## src/rtl/rv32i_types.sv

```systemverilog
// -----------------------------------------------------------------------------
// rv32i_types
// Shared RV32I control-transfer types used by the branch resolution logic.
//   branch_funct3_t : B-type funct3 condition encodings (010/011 are reserved)
//   br_kind_t       : class of control transfer presented to the resolver
//   br_stage_t      : rv32 layout of one in-flight resolver entry
// -----------------------------------------------------------------------------
package rv32i_types;

    localparam int XLEN = 32;

    typedef enum logic [2:0] {
        F3_BEQ  = 3'b000,
        F3_BNE  = 3'b001,
        F3_BLT  = 3'b100,
        F3_BGE  = 3'b101,
        F3_BLTU = 3'b110,
        F3_BGEU = 3'b111
    } branch_funct3_t;

    typedef enum logic [1:0] {
        BR_NONE = 2'd0,
        BR_COND = 2'd1,
        BR_JAL  = 2'd2,
        BR_JALR = 2'd3
    } br_kind_t;

    // The resolver keeps a WIDTH-sized copy of this record; this is the
    // fixed rv32 shape for neighbouring blocks that trace or log entries.
    typedef struct packed {
        logic                valid;
        br_kind_t            kind;
        logic                taken;
        logic                illegal;
        logic [XLEN-1:0]     target;
        logic [XLEN-1:0]     pc_plus4;
        logic                pred_taken;
        logic [XLEN-1:0]     pred_target;
    } br_stage_t;

    // True for the two funct3 codes that have no branch meaning.
    function automatic logic funct3_reserved(input logic [2:0] f3);
        return (f3[2:1] == 2'b01);
    endfunction

endpackage

```

## src/rtl/cmp_param.sv

```systemverilog
// -----------------------------------------------------------------------------
// cmp_param
// Combinational branch-direction compare of width WIDTH.
//   cmpop   : funct3 condition
//   a, b    : rs1 / rs2 operands
//   taken   : condition holds
//   illegal : cmpop is a reserved encoding (taken forced to 0)
// -----------------------------------------------------------------------------
module cmp_param
    import rv32i_types::*;
#(
    parameter int WIDTH = 32
) (
    input  branch_funct3_t     cmpop,
    input  logic [WIDTH-1:0]   a,
    input  logic [WIDTH-1:0]   b,
    output logic               taken,
    output logic               illegal
);

    logic taken_s;
    logic illegal_s;

    // Evaluate the selected condition; reserved codes fall to the default arm.
    always_comb begin
        taken_s   = 1'b0;
        illegal_s = 1'b0;
        case (cmpop)
            F3_BEQ:  taken_s = (a == b);
            F3_BNE:  taken_s = (a != b);
            F3_BLT:  taken_s = ($signed(a) <  $signed(b));
            F3_BGE:  taken_s = ($signed(a) >= $signed(b));
            F3_BLTU: taken_s = (a <  b);
            F3_BGEU: taken_s = (a >= b);
            default: begin
                taken_s   = 1'b0;
                illegal_s = funct3_reserved(cmpop);
            end
        endcase
    end

    assign taken   = taken_s;
    assign illegal = illegal_s;

endmodule

```

## src/rtl/sat_counter.sv

```systemverilog
// -----------------------------------------------------------------------------
// sat_counter
// Generic saturating event counter for performance monitors.
//   clk, rst : clock, synchronous active-high clear
//   inc      : count one event this cycle
//   count    : current value, sticks at all-ones
// -----------------------------------------------------------------------------
module sat_counter #(
    parameter int W = 32
) (
    input  logic          clk,
    input  logic          rst,
    input  logic          inc,
    output logic [W-1:0]  count
);

    localparam logic [W-1:0] ONE = W'(1'b1);

    logic [W-1:0] count_r;

    // Count events, holding at all-ones instead of wrapping.
    always_ff @(posedge clk) begin
        if (rst) begin
            count_r <= '0;
        end else if (inc && (count_r != {W{1'b1}})) begin
            count_r <= count_r + ONE;
        end else begin
            count_r <= count_r;
        end
    end

    assign count = count_r;

endmodule

```

## src/rtl/branch_resolve_pipe.sv

```systemverilog
// -----------------------------------------------------------------------------
// branch_resolve_pipe
// Pipelined branch / JAL / JALR resolver at the EX boundary. Computes the
// direction and target, checks the front-end prediction, and reports the
// correct next PC to fetch. Latency is STAGES (1 or 2) cycles.
//   clk, rst                 : clock, synchronous active-high reset
//   in_valid / in_ready      : request handshake (in_ready is combinational)
//   kind, cmpop, a, b, pc,
//   imm, pred_taken,
//   pred_target              : request fields
//   flush                    : drop every in-flight entry and same-cycle input
//   out_valid / out_ready    : result handshake
//   taken, target,
//   redirect_pc, mispredict,
//   illegal                  : registered result fields
//   br_count, mispred_count  : saturating counters, bumped on output handshake
// -----------------------------------------------------------------------------
module branch_resolve_pipe
    import rv32i_types::*;
#(
    parameter int WIDTH  = 32,
    parameter int STAGES = 1,
    parameter int CNT_W  = 32
) (
    input  logic               clk,
    input  logic               rst,
    input  logic               in_valid,
    output logic               in_ready,
    input  br_kind_t           kind,
    input  branch_funct3_t     cmpop,
    input  logic [WIDTH-1:0]   a,
    input  logic [WIDTH-1:0]   b,
    input  logic [WIDTH-1:0]   pc,
    input  logic [WIDTH-1:0]   imm,
    input  logic               pred_taken,
    input  logic [WIDTH-1:0]   pred_target,
    input  logic               flush,
    output logic               out_valid,
    input  logic               out_ready,
    output logic               taken,
    output logic [WIDTH-1:0]   target,
    output logic [WIDTH-1:0]   redirect_pc,
    output logic               mispredict,
    output logic               illegal,
    output logic [CNT_W-1:0]   br_count,
    output logic [CNT_W-1:0]   mispred_count
);

    localparam logic [WIDTH-1:0] FOUR_C      = WIDTH'(3'd4);
    localparam logic [WIDTH-1:0] JALR_MASK_C = {{(WIDTH-1){1'b1}}, 1'b0};

    // WIDTH-sized twin of rv32i_types::br_stage_t.
    typedef struct packed {
        logic                valid;
        br_kind_t            kind;
        logic                taken;
        logic                illegal;
        logic [WIDTH-1:0]    target;
        logic [WIDTH-1:0]    pc_plus4;
        logic                pred_taken;
        logic [WIDTH-1:0]    pred_target;
    } stage_t;

    logic               cmp_taken_s;
    logic               cmp_illegal_s;
    logic [WIDTH-1:0]   pc_plus4_s;
    logic [WIDTH-1:0]   pc_imm_s;
    logic [WIDTH-1:0]   jalr_sum_s;
    stage_t             s1_s;
    stage_t             s2_in_s;
    logic [WIDTH-1:0]   redirect_s;
    logic               mispredict_s;
    logic               out_load_s;
    logic               out_fire_s;
    logic               br_inc_s;
    logic               mis_inc_s;

    logic               out_valid_r;
    br_kind_t           kind_r;
    logic               taken_r;
    logic [WIDTH-1:0]   target_r;
    logic [WIDTH-1:0]   redirect_r;
    logic               mispredict_r;
    logic               illegal_r;

    cmp_param #(
        .WIDTH (WIDTH)
    ) u_cmp (
        .cmpop   (cmpop),
        .a       (a),
        .b       (b),
        .taken   (cmp_taken_s),
        .illegal (cmp_illegal_s)
    );

    // All adders wrap modulo 2^WIDTH.
    assign pc_plus4_s = pc + FOUR_C;
    assign pc_imm_s   = pc + imm;
    assign jalr_sum_s = a + imm;

    // Stage 1: direction and target per transfer kind.
    always_comb begin
        s1_s             = '0;
        s1_s.valid       = in_valid;
        s1_s.kind        = kind;
        s1_s.pc_plus4    = pc_plus4_s;
        s1_s.pred_taken  = pred_taken;
        s1_s.pred_target = pred_target;
        case (kind)
            BR_COND: begin
                s1_s.taken   = cmp_taken_s;
                s1_s.illegal = cmp_illegal_s;
                s1_s.target  = pc_imm_s;
            end
            BR_JAL: begin
                s1_s.taken  = 1'b1;
                s1_s.target = pc_imm_s;
            end
            BR_JALR: begin
                s1_s.taken  = 1'b1;
                s1_s.target = jalr_sum_s & JALR_MASK_C;
            end
            BR_NONE: begin
                s1_s.taken  = 1'b0;
                s1_s.target = pc_plus4_s;
            end
            default: begin
                s1_s.taken  = 1'b0;
                s1_s.target = pc_plus4_s;
            end
        endcase
    end

    // The output register can take a new entry when empty or being drained.
    assign out_load_s = !out_valid_r || out_ready;

    generate
        if (STAGES == 2) begin : g_two_stage
            stage_t s1_r;
            logic   s1_ready_s;

            assign s1_ready_s = !s1_r.valid || out_load_s;

            // Stage-1 register: advances whenever downstream has room.
            always_ff @(posedge clk) begin
                if (rst) begin
                    s1_r <= '0;
                end else if (flush) begin
                    s1_r.valid <= 1'b0;
                end else if (s1_ready_s) begin
                    s1_r <= s1_s;
                end else begin
                    s1_r <= s1_r;
                end
            end

            assign s2_in_s  = s1_r;
            assign in_ready = s1_ready_s;
        end else begin : g_one_stage
            assign s2_in_s  = s1_s;
            assign in_ready = out_load_s;
        end
    endgenerate

    // Stage 2: next-PC selection and prediction check.
    always_comb begin
        redirect_s   = s2_in_s.pc_plus4;
        mispredict_s = 1'b0;
        if (s2_in_s.taken) begin
            redirect_s   = s2_in_s.target;
            mispredict_s = !s2_in_s.pred_taken ||
                           (s2_in_s.target != s2_in_s.pred_target);
        end else begin
            redirect_s   = s2_in_s.pc_plus4;
            mispredict_s = s2_in_s.pred_taken;
        end
    end

    // Output register: fields only change when a new valid entry lands, so
    // they hold while the consumer stalls.
    always_ff @(posedge clk) begin
        if (rst) begin
            out_valid_r  <= 1'b0;
            kind_r       <= BR_NONE;
            taken_r      <= 1'b0;
            target_r     <= '0;
            redirect_r   <= '0;
            mispredict_r <= 1'b0;
            illegal_r    <= 1'b0;
        end else if (flush) begin
            out_valid_r  <= 1'b0;
        end else if (out_load_s) begin
            out_valid_r <= s2_in_s.valid;
            if (s2_in_s.valid) begin
                kind_r       <= s2_in_s.kind;
                taken_r      <= s2_in_s.taken;
                target_r     <= s2_in_s.target;
                redirect_r   <= redirect_s;
                mispredict_r <= mispredict_s;
                illegal_r    <= s2_in_s.illegal;
            end
        end else begin
            out_valid_r <= out_valid_r;
        end
    end

    // Counters see the consumed result, including one consumed during flush.
    assign out_fire_s = out_valid_r && out_ready;
    assign br_inc_s   = out_fire_s && (kind_r != BR_NONE);
    assign mis_inc_s  = out_fire_s && mispredict_r;

    sat_counter #(
        .W (CNT_W)
    ) u_br_cnt (
        .clk   (clk),
        .rst   (rst),
        .inc   (br_inc_s),
        .count (br_count)
    );

    sat_counter #(
        .W (CNT_W)
    ) u_mis_cnt (
        .clk   (clk),
        .rst   (rst),
        .inc   (mis_inc_s),
        .count (mispred_count)
    );

    assign out_valid   = out_valid_r;
    assign taken       = taken_r;
    assign target      = target_r;
    assign redirect_pc = redirect_r;
    assign mispredict  = mispredict_r;
    assign illegal     = illegal_r;

endmodule

```

## config.mk

```make
export PLATFORM = sky130hd
export DESIGN_NAME = branch_resolve_pipe
export DESIGN_NICKNAME = d
export VERILOG_FILES = /design/src/rtl/rv32i_types.sv /design/src/rtl/cmp_param.sv /design/src/rtl/sat_counter.sv /design/src/rtl/branch_resolve_pipe.sv
export SDC_FILE = /design/constraint.sdc
export NUM_CORES = 1
export LEC_CHECK = 0
export ABC_AREA = 1
export BUFFER_PORTS_ARGS = -buffer_cell sky130_fd_sc_hd__buf_4
export CAP_MARGIN = 20
export CORE_MARGIN = 1.5
export CORE_UTILIZATION = 30
export CTS_CLUSTER_DIAMETER = 50
export CTS_CLUSTER_SIZE = 25
export DETAILED_ROUTE_END_ITERATION = 16
export GPL_TIMING_DRIVEN = 0
export MAX_ROUTING_LAYER = met4
export SYNTH_ARGS = -nofsm -noshare
export SYNTH_HDL_FRONTEND = slang
export SYNTH_HIERARCHICAL = 1
export SYNTH_SLANG_ARGS = --single-unit
export TNS_END_PERCENT = 10
```

## constraint.sdc

```tcl
create_clock -name clk -period 10.1 [get_ports clk]
set_clock_uncertainty 0.15 [all_clocks]
set_input_delay 2.02 -clock clk [delete_from_list [all_inputs] [get_ports clk]]
set_output_delay 2.02 -clock clk [all_outputs]
set_load 0.02 [all_outputs]
```

==> qor.csv <==
metric;value;unit
status;complete, no violations;
synth_ff_type;dfxtp_1;
synthToLayoutAreaGrowth;25.5;%
cts_root_buf;clkbuf_16;
insertion_delay;0.44;ns
min_from;illegal;
worst_slew_pin_slew;0.814;ns
tns;0;ns
final_cell_mix;nand2_1, inv_1, nor2_1;
max_freq;186;MHz
syn_inst;2517;
dp_hpwl;51.3;mm
grt_use_met2;41.0;%
layout-drive-gt1-share;17.8;%
maxCapViolCount;0;
final_common_cell;nand2_1;
core-area;0.0476;mm2
fp.dieW;222;um
die_area;0.0495;mm2
regArea;0.00268;mm2
slew_violations;0;
ys_seq_elements;134;
r2r_cells;8;
power_density;104;mW/mm2
use_met3;2.70;%
crit_required;10.27;ns
hold_class;reg2reg;
grt-ovfl-total;0;
first_pass_iters;7;
ys_seq_area_share;18.6;%
min_period;5.36;ns
clkSinkCount;134;
drt-total-wl;59.9;mm
synth_edf_count;0;
total_leakage_power;0.00930;uW
dr_total_vias;17200;
rows;80;
vias_per_cell;4.96;
die_h;222;um
io_pins;304;
multi_input_area;0.0101;mm2
drc;0;
syn_area;0.0144;mm2
crit_arrival;5.53;ns
relSlewSlack;45.6;%
async_flop_share;0;%
worstReg2RegStart;out_valid;
wl_per_cell;17.3;um
use_met1;31.4;%
critPathLaunchType;input port;
cpPeakStageDelay;0.41;ns
cts_setup_buffers;0;
grt_pass1_wl;89.6;mm
io_buffer_count;303;
syn-num-nets;2791;
tritoncts;yes;
power.ir.vdd_worst;0.0949;mV
hold_buffers;0;
rsz0062_at_grt;no;
cp_slowest_cell;ha_1;
cp_common_cell;nand2_1;
track_usage;24.3;%
regToRegEndpoint;redirect_pc[30];
antenna_left;0;
syn_avg_cell_area;5.74;um2
gp_congestion;0.972;
antenna_found_initial;4;
start_util;30.3;%
finalHoldViolations;0;
grt_start_max_net_pins;17;
grt.busiest_layer;met2;
end_kind;register;
cts_buffers;17;
yosys_warnings;6;
setup_viol_count_final;0;
hold-path-endpoint;illegal;
fillerInstances;5439;
cts_resized;0;
timing.reg2reg.setup_slack;7.01;ns
p_total;1880;uW
whs_path_depth;2;
synth_cell_types;50;
grt_pass1_vias;15700;
clockBufferDepth;2;
detail_route.iter0.violations;1445;
cts.clk_slew.worst_paths;0.06;ns
crit_fanout;5;
criticalPathCategory;in2reg;
final_nets;3113;
period_share;53.1;%
h-tree-depth;4;
## metrics by stage
step           cells  setup slack (ns)  instance area (um2)  utilization, %  hold WS, ns
6_report        3472              4.74                18100            38.1        0.315
5_1_grt         3471              4.25                18100            38.1        0.334
4_1_cts         3467              4.65                18100            38.0        0.316
3_5_place_dp    3435              4.19                17500            36.7        0.307
3_3_place_gp    3435              4.19                17500            36.7        0.304
2_1_floorplan   2517              5.50                14400               -        0.355
## synthesized netlist by cell type (all sizes together), types with 2 or more instances
cell	n	area, um2
o211ai	2	15.0
a21o	4	30.0
o21bai	3	22.5
ha	101	1260
xor2	5	43.8
nand4	73	494
nor2	361	1540
nand3b	26	195
clkbuf	15	56.3
a221oi	2	17.5
and2	5	31.3
a211oi	2	15.0
a22oi	3	22.5
or2	9	56.3
a32o	5	50.1
o21ai	86	430
xnor2	2	17.5
inv	368	1380
nand2	774	3040
buf	32	223
dfxtp	134	2680
clkinv	3	11.3
a21boi	2	15.0
a21oi	144	739
o21a	8	60.1
nor3	35	230
nand3	283	1530
fa	2	40.0
a31oi	23	144
## per-layer routing
layer | part of all wire [%] | up-vias
met5 | 0 | -
met4 | 1.2 | 0
met3 | 5.9 | 42
met2 | 48 | 581
met1 | 45 | 7798
li1 | - | 8813
## where the power goes
part / internal (uW) / total, uW / leakage, uW / switching (uW)
Clock: 424 / 675 / 0.000309 / 250
Sequential: 549 / 562 / 0.00109 / 13.0
Combinational: 227 / 649 / 0.00790 / 421
Total: 1200 / 1880 / 0.00930 / 684
## cell families (layout without fill, tap and decap cells)
kind of cell | after synthesis | count (layout) | share of synthesized area (%)
DFF | 134 | 134 | 18.6
adders and majority gates | 103 | 103 | 9.02
and+or+nand+nor | 1568 | 1568 | 49.4
buffers and inverters | 418 | 753 | 11.6
AOI/OAI and AO/OA | 287 | 287 | 11.0
other | 0 | 5 | 0
xor gates and xnor gates | 7 | 7 | 0.424
## layout make-up
type	instances	area share (%)
multi-input cells	1965	55.7
flip-flops and latches	134	14.8
repair buffers	303	12.5
inverters	371	7.68
well taps	615	4.24
clock buffers	19	2.50
plain buffers	47	1.54
clock inverters	13	0.980
diodes	5	0.0690
## worst max-delay path by stage
stage / start / end / cells past startpoint
after floorplan: b[23] / mispredict / 31
after global placement: a[31] / mispredict / 29
after detailed placement: a[31] / mispredict / 29
after CTS: a[31] / mispredict / 29
after global routing: a[31] / mispredict / 31
final: a[31] / mispredict / 29
## critical path, delay by kind of cell
kind | cells | cell delay (ns)
fa+ha+maj | 1 | 0.41
simple gates | 22 | 2.22
compound gates | 4 | 0.65
buf+inv | 2 | 0.22
## sequential cells by signal (all words and copies together) (netlist names)
signal and flops:
redirect_pc 32, target 32, u_br_cnt/count 32, u_mis_cnt/count 32, kind_r 2, illegal 1
mispredict 1, out_valid 1, taken 1
Power figures use the tool's default switching activity.
